$ cat src/rtl/uart_pkg.sv
// Shared UART constants and receiver state encoding.
package uart_pkg;
  localparam int UART_CPB_DEFAULT = 1085;
  localparam int UART_DATA_BITS   = 8;

  typedef enum logic [2:0] {
    IDLE,
    START,
    DATA,
    STOP,
    WAIT_HIGH
  } rx_state_e;
endpackage

$ cat src/rtl/uart_rx_sync.sv
// Two-flop synchronizer for an async level input; resets to 1 (idle line).
module uart_rx_sync (
  input  logic clk,
  input  logic rst,
  input  logic i_async,
  output logic o_sync
);
  logic meta_q, meta_d;
  logic sync_q, sync_d;

  always_comb begin
    meta_d = i_async;
    sync_d = meta_q;
  end

  always_ff @(posedge clk or posedge rst) begin
    if (rst) begin
      meta_q <= 1'b1;
      sync_q <= 1'b1;
    end else begin
      meta_q <= meta_d;
      sync_q <= sync_d;
    end
  end

  assign o_sync = sync_q;
endmodule

$ cat src/rtl/uart_rx.sv
// 8N1 UART receiver: synchronized line, mid-bit sampling FSM, one-cycle valid/frame-error pulses.
module uart_rx
  import uart_pkg::*;
#(
  parameter int CPB = UART_CPB_DEFAULT
) (
  input  logic       clk,
  input  logic       rst,
  input  logic       i_Rx,
  output logic [7:0] o_data,
  output logic       o_valid,
  output logic       o_frame_err,
  output logic       o_busy,
  output logic [3:0] o_bit_count
);
  localparam logic [10:0] HALF_M1 = 11'(CPB / 2 - 1);
  localparam logic [10:0] FULL_M1 = 11'(CPB - 1);

  logic rx_s;

  uart_rx_sync u_sync (
    .clk     (clk),
    .rst     (rst),
    .i_async (i_Rx),
    .o_sync  (rx_s)
  );

  rx_state_e                   state_q, state_d;
  logic [10:0]                 cnt_q, cnt_d;
  logic [2:0]                  idx_q, idx_d;
  logic [UART_DATA_BITS-1:0]   sh_q, sh_d;
  logic [7:0]                  data_q, data_d;
  logic                        valid_q, valid_d;
  logic                        ferr_q, ferr_d;

  always_comb begin
    state_d = state_q;
    cnt_d   = cnt_q + 11'd1;
    idx_d   = idx_q;
    sh_d    = sh_q;
    data_d  = data_q;
    valid_d = 1'b0;
    ferr_d  = 1'b0;
    case (state_q)
      IDLE: begin
        cnt_d = '0;
        if (!rx_s) state_d = START;
      end
      START: begin
        if (cnt_q == HALF_M1) begin
          cnt_d = '0;
          // A start bit that is high again at mid-bit was a glitch
          if (!rx_s) begin
            state_d = DATA;
            idx_d   = '0;
          end else begin
            state_d = IDLE;
          end
        end
      end
      DATA: begin
        if (cnt_q == FULL_M1) begin
          cnt_d       = '0;
          sh_d[idx_q] = rx_s;
          if (idx_q == 3'd7) state_d = STOP;
          else               idx_d   = idx_q + 3'd1;
        end
      end
      STOP: begin
        if (cnt_q == FULL_M1) begin
          cnt_d = '0;
          // Returning to IDLE at mid-stop lets a back-to-back start bit be caught
          if (rx_s) begin
            data_d  = sh_q;
            valid_d = 1'b1;
            state_d = IDLE;
          end else begin
            ferr_d  = 1'b1;
            state_d = WAIT_HIGH;
          end
        end
      end
      WAIT_HIGH: begin
        cnt_d = '0;
        if (rx_s) state_d = IDLE;
      end
      default: begin
        cnt_d   = '0;
        state_d = IDLE;
      end
    endcase
  end

  always_ff @(posedge clk or posedge rst) begin
    if (rst) begin
      state_q <= IDLE;
      cnt_q   <= '0;
      idx_q   <= '0;
      sh_q    <= '0;
      data_q  <= '0;
      valid_q <= 1'b0;
      ferr_q  <= 1'b0;
    end else begin
      state_q <= state_d;
      cnt_q   <= cnt_d;
      idx_q   <= idx_d;
      sh_q    <= sh_d;
      data_q  <= data_d;
      valid_q <= valid_d;
      ferr_q  <= ferr_d;
    end
  end

  always_comb begin
    o_bit_count = 4'd0;
    if (state_q == DATA)      o_bit_count = {1'b0, idx_q};
    else if (state_q == STOP) o_bit_count = 4'd8;
  end

  assign o_data      = data_q;
  assign o_valid     = valid_q;
  assign o_frame_err = ferr_q;
  assign o_busy      = (state_q != IDLE);
endmodule

$ cat config.mk
export PLATFORM = sky130hd
export DESIGN_NAME = uart_rx
export DESIGN_NICKNAME = d
export VERILOG_FILES = /design/src/rtl/uart_pkg.sv /design/src/rtl/uart_rx_sync.sv /design/src/rtl/uart_rx.sv
export SDC_FILE = /design/constraint.sdc
export NUM_CORES = 1
export LEC_CHECK = 0
export BUFFER_PORTS_ARGS = -buffer_cell sky130_fd_sc_hd__buf_2
export CAP_MARGIN = 25
export CORE_ASPECT_RATIO = 2
export CORE_MARGIN = 4
export CORE_UTILIZATION = 45
export DETAILED_ROUTE_END_ITERATION = 16
export GPL_ROUTABILITY_DRIVEN = 1
export HOLD_SLACK_MARGIN = 0.12
export SYNTH_ARGS = -nofsm -noshare
export SYNTH_HDL_FRONTEND = slang
export SYNTH_SLANG_ARGS = --single-unit
$ cat constraint.sdc
create_clock -name clk -period 5 [get_ports clk]
set_input_delay 0.75 -clock clk [delete_from_list [all_inputs] [get_ports clk]]
set_output_delay 0.75 -clock clk [all_outputs]
set_load 0.05 [all_outputs]
==> key figures <==
Outcome
  • Run status: finished clean

STA
  • Unrepaired setup endpoints after global routing: false
  • Time the final worst path needs with I/O delays and setup: about 2.5 ns
  • Final-report setup violation count: 0
  • Setup TNS: 0 ns
  • Final worst-path cycle share: 0.496
  • Max_slew headroom: 0.571
  • Peak Freq: 0.403 GHz
  • Worst Tran Pin Value: 0.637 ns
  • Hold WS: 0.359 ns
  • Skew final: roughly 0.0017 ns
  • Fin. max-slew vios: 0
  • Hold violation total from the final report: 0

Routing
  • Count of TritonRoute iterations in the first routing pass: 4
  • DR iter-0 viols: 41
  • Average routed wire per standard cell: 16.5 µm
  • Top Metal Used: met4
  • Vias per Instance: roughly 5.6
  • Antenna violation net count after detailed routing: 0
  • # DRC: 0
  • Post-Route M1 WL: 1.37 mm
  • Wirelength, routed: a little under 4 mm
  • Detailed-route via count: 1347
  • Met2 wire length: 2.43 mm
  • Met3 wirelength from detailed routing: roughly 90 µm

Clock network
  • CTS tree: built
  • TritonCTS Buffers: 5
  • Maximum buffer depth of the clock tree: 2
  • Cell chosen for the clock root: sky130_fd_sc_hd__clkbuf_8
  • Post-CTS Repair Setup Buffers: 0
  • Clock transition at path regs: 0.07 ns
  • H-tree lvl count: 2
  • Hold_buf cts: 0
  • Sink Count: 37
  • Gates resized, CTS repair: 0
  • Clock latency at the later pin of the worst-skew pair: 0.28 ns

Global routing
  • Grt ovf: 0
  • Maximum number of pins on one net before global-route repair: 38
  • All-layer global routing usage: 0.171
  • Vias in the first global route: 1436
  • Global-route wire length before repair: 6.63 mm
  • Initial antenna violation count: 0

Worst hold path
  • Worst min-delay path startpoint: u_sync.meta_q$_DFF_PP1_
  • Min-delay worst type: flop to flop
  • Worst hold path cell count: 0
  • Min-Delay Endpoint: u_sync.o_sync$_DFF_PP1_

Power and ir drop
  • Power per Cell Area: about 260 nW/µm²
  • Worst-case vdd ir drop: 0.000175 V
  • Total power consumption of the routed design: ~0.53 mW
  • Static Leak: 0.959 nW

Layout
  • Final design utilization: 0.512
  • Filler cell count: 386
  • Top library cells by usage in the layout, fill and taps aside: sky130_fd_sc_hd__dfrtp_1 (35), sky130_fd_sc_hd__buf_2 (17), sky130_fd_sc_hd__nor2_1 (13)
  • Diode insertion count for antenna repair: 0
  • Post-synthesis to final-layout area growth: 11.5%
  • Nets@finish: slightly below 200
  • Number of cells in the finished layout apart from fillers: 239
  • Fraction of layout instances using a drive strength above 1: 0.278
  • Leading cell type in the layout, fill and taps excluded: sky130_fd_sc_hd__dfrtp_1

Logic synthesis
  • Instance count of the mapped netlist: 168
  • Sequential area share after synthesis: 0.494
  • Count of state elements after synthesis: 37
  • Yosys Warn Count: 0
  • Post-Syn Area per Cell: 11.2 µm²
  • Post-synthesis instance area: 1880 µm²
  • Number of distinct library cells after synthesis: 44
  • Number of nets in the synthesized netlist: 176

Die
  • Total Die Area: 5330 µm²
  • Core Rows: 33
  • Die H: 99.4 µm
  • Area of the placeable core: 4090 µm²
  • Number of ports placed on the die boundary: 18
  • Effective utilization at floorplan: 0.459
  • Floorplan die width: 53.7 µm

Job
  • Max Cap Violations: 0

Setup path
  • Startpoint-to-endpoint class of the critical path: flop to output port
  • Combined buffer and inverter count along the critical path: 2
  • Maximum fanout along the worst path: 15
  • Slowest cell on crit path: sky130_fd_sc_hd__dfrtp_1
  • CP arrival: 1.73 ns
  • Top delay family on crit path: flip-flops
  • Critical path cell sequence: inv_1 > nor3_1 > and2_1 > buf_2
  • Critical R2R Launch: cnt_q[0]$_DFF_PP0_
  • Worst Setup Start Kind: flop
  • Reg-to-reg slack, setup: 2.91 ns
  • Capture point of the worst reg-to-reg path: sh_q[4]$_DFFE_PP0P_
  • Critical path required time: 4.25 ns
  • Nature of the critical path endpoint: output port
  • Worst Reg2Reg Path Length in Cells: 6
  • Delay of the slowest cell on the worst path: about 0.57 ns

Place
  • Post-detailed-placement half-perimeter wirelength: 3.01 mm
  • Buffers added on ports: 17
  • Final Wtd Congestion: about 0.75
  • Number of placed instances, taps included: 231
report_power, final:
group | internal (mW) | switching, mW
Combinational | 0.00173 | 0.00713
Sequential | 0.301 | 0.00158
Clock | 0.124 | 0.0984
Total | 0.427 | 0.107
cells in the mapped netlist (all sizes together):
cell type / number / area share
and4: 1 / 0.0047
a31o: 1 / 0.0047
nand3: 5 / 0.013
and3b: 3 / 0.015
clkbuf: 2 / 0.0047
inv: 6 / 0.012
and4bb: 1 / 0.0067
o31ai: 4 / 0.019
nand2b: 3 / 0.010
xor2: 6 / 0.028
and2: 4 / 0.014
mux2: 13 / 0.078
dfstp: 2 / 0.028
nor3b: 3 / 0.012
a221o: 1 / 0.0053
nor4: 4 / 0.013
nand4b: 1 / 0.0047
xnor2: 4 / 0.019
a311oi: 2 / 0.0093
ha: 5 / 0.033
nand2: 7 / 0.014
buf: 6 / 0.023
nand4: 6 / 0.028
a2111oi: 1 / 0.0080
a22o: 2 / 0.0093
nor3: 11 / 0.029
nor2: 15 / 0.038
or3: 1 / 0.0033
a21oi: 2 / 0.0053
nor4bb: 1 / 0.0053
or3b: 1 / 0.0060
o21ai: 7 / 0.021
o211ai: 1 / 0.0040
dfrtp: 35 / 0.47
or4: 1 / 0.0060
per-stage QoR:
step | instance area [µm²] | setup WS [ns]
3_3_place_gp | 1980 | 2.87
6_report | 2090 | 2.52
4_1_cts | 2090 | 2.50
2_1_floorplan | 1880 | 2.93
3_5_place_dp | 1990 | 2.82
5_1_grt | 2090 | 2.33
routing by layer:
metal	up-vias	track usage
met5	-	0
met4	0	0.0650
met3	4	0.0360
met2	23	0.330
met1	679	0.159
li1	641	-
worst max path at each step:
stage	startpoint	end	cells past startpoint
floorplan	state_q[1]$_DFFE_PP0P_	o_bit_count[1]	4
global placement	state_q[1]$_DFFE_PP0P_	o_bit_count[1]	4
detailed placement	state_q[1]$_DFFE_PP0P_	o_bit_count[1]	4
CTS	state_q[1]$_DFFE_PP0P_	o_bit_count[1]	4
global route	state_q[1]$_DFFE_PP0P_	o_bit_count[1]	4
finish	state_q[1]$_DFFE_PP0P_	o_bit_count[1]	4
flip-flops by register name, indices dropped and copies added (netlist names), 3 cells and up:
signal	cells
cnt_q	11
sh_q	8
state_q	3
o_data	8
idx_q	3
cell type report:
type | count | area (µm²) | share of cell area
clock buffers | 7 | 96.3 | 0.0460
flip-flops and latches | 37 | 928 | 0.444
multi-input cells | 117 | 876 | 0.418
inverters | 6 | 22.5 | 0.0108
well taps | 52 | 65.1 | 0.0311
repair buffers | 19 | 100 | 0.0478
clock inverters | 1 | 5.00 | 0.00239
cell families (layout without fill, tap and decap cells):
group / after synthesis / after routing / synth area share
AND/OR/NAND/NOR: 68 / 68 / 0.223
adder cells (fa/ha/maj): 5 / 5 / 0.0333
multiplexers: 13 / 13 / 0.0779
buffers and inverters: 14 / 33 / 0.0393
flip-flops: 37 / 37 / 0.494
AO/OA/AOI/OAI: 21 / 21 / 0.0853
XOR/XNOR: 10 / 10 / 0.0466
Power figures use the tool's default switching activity.
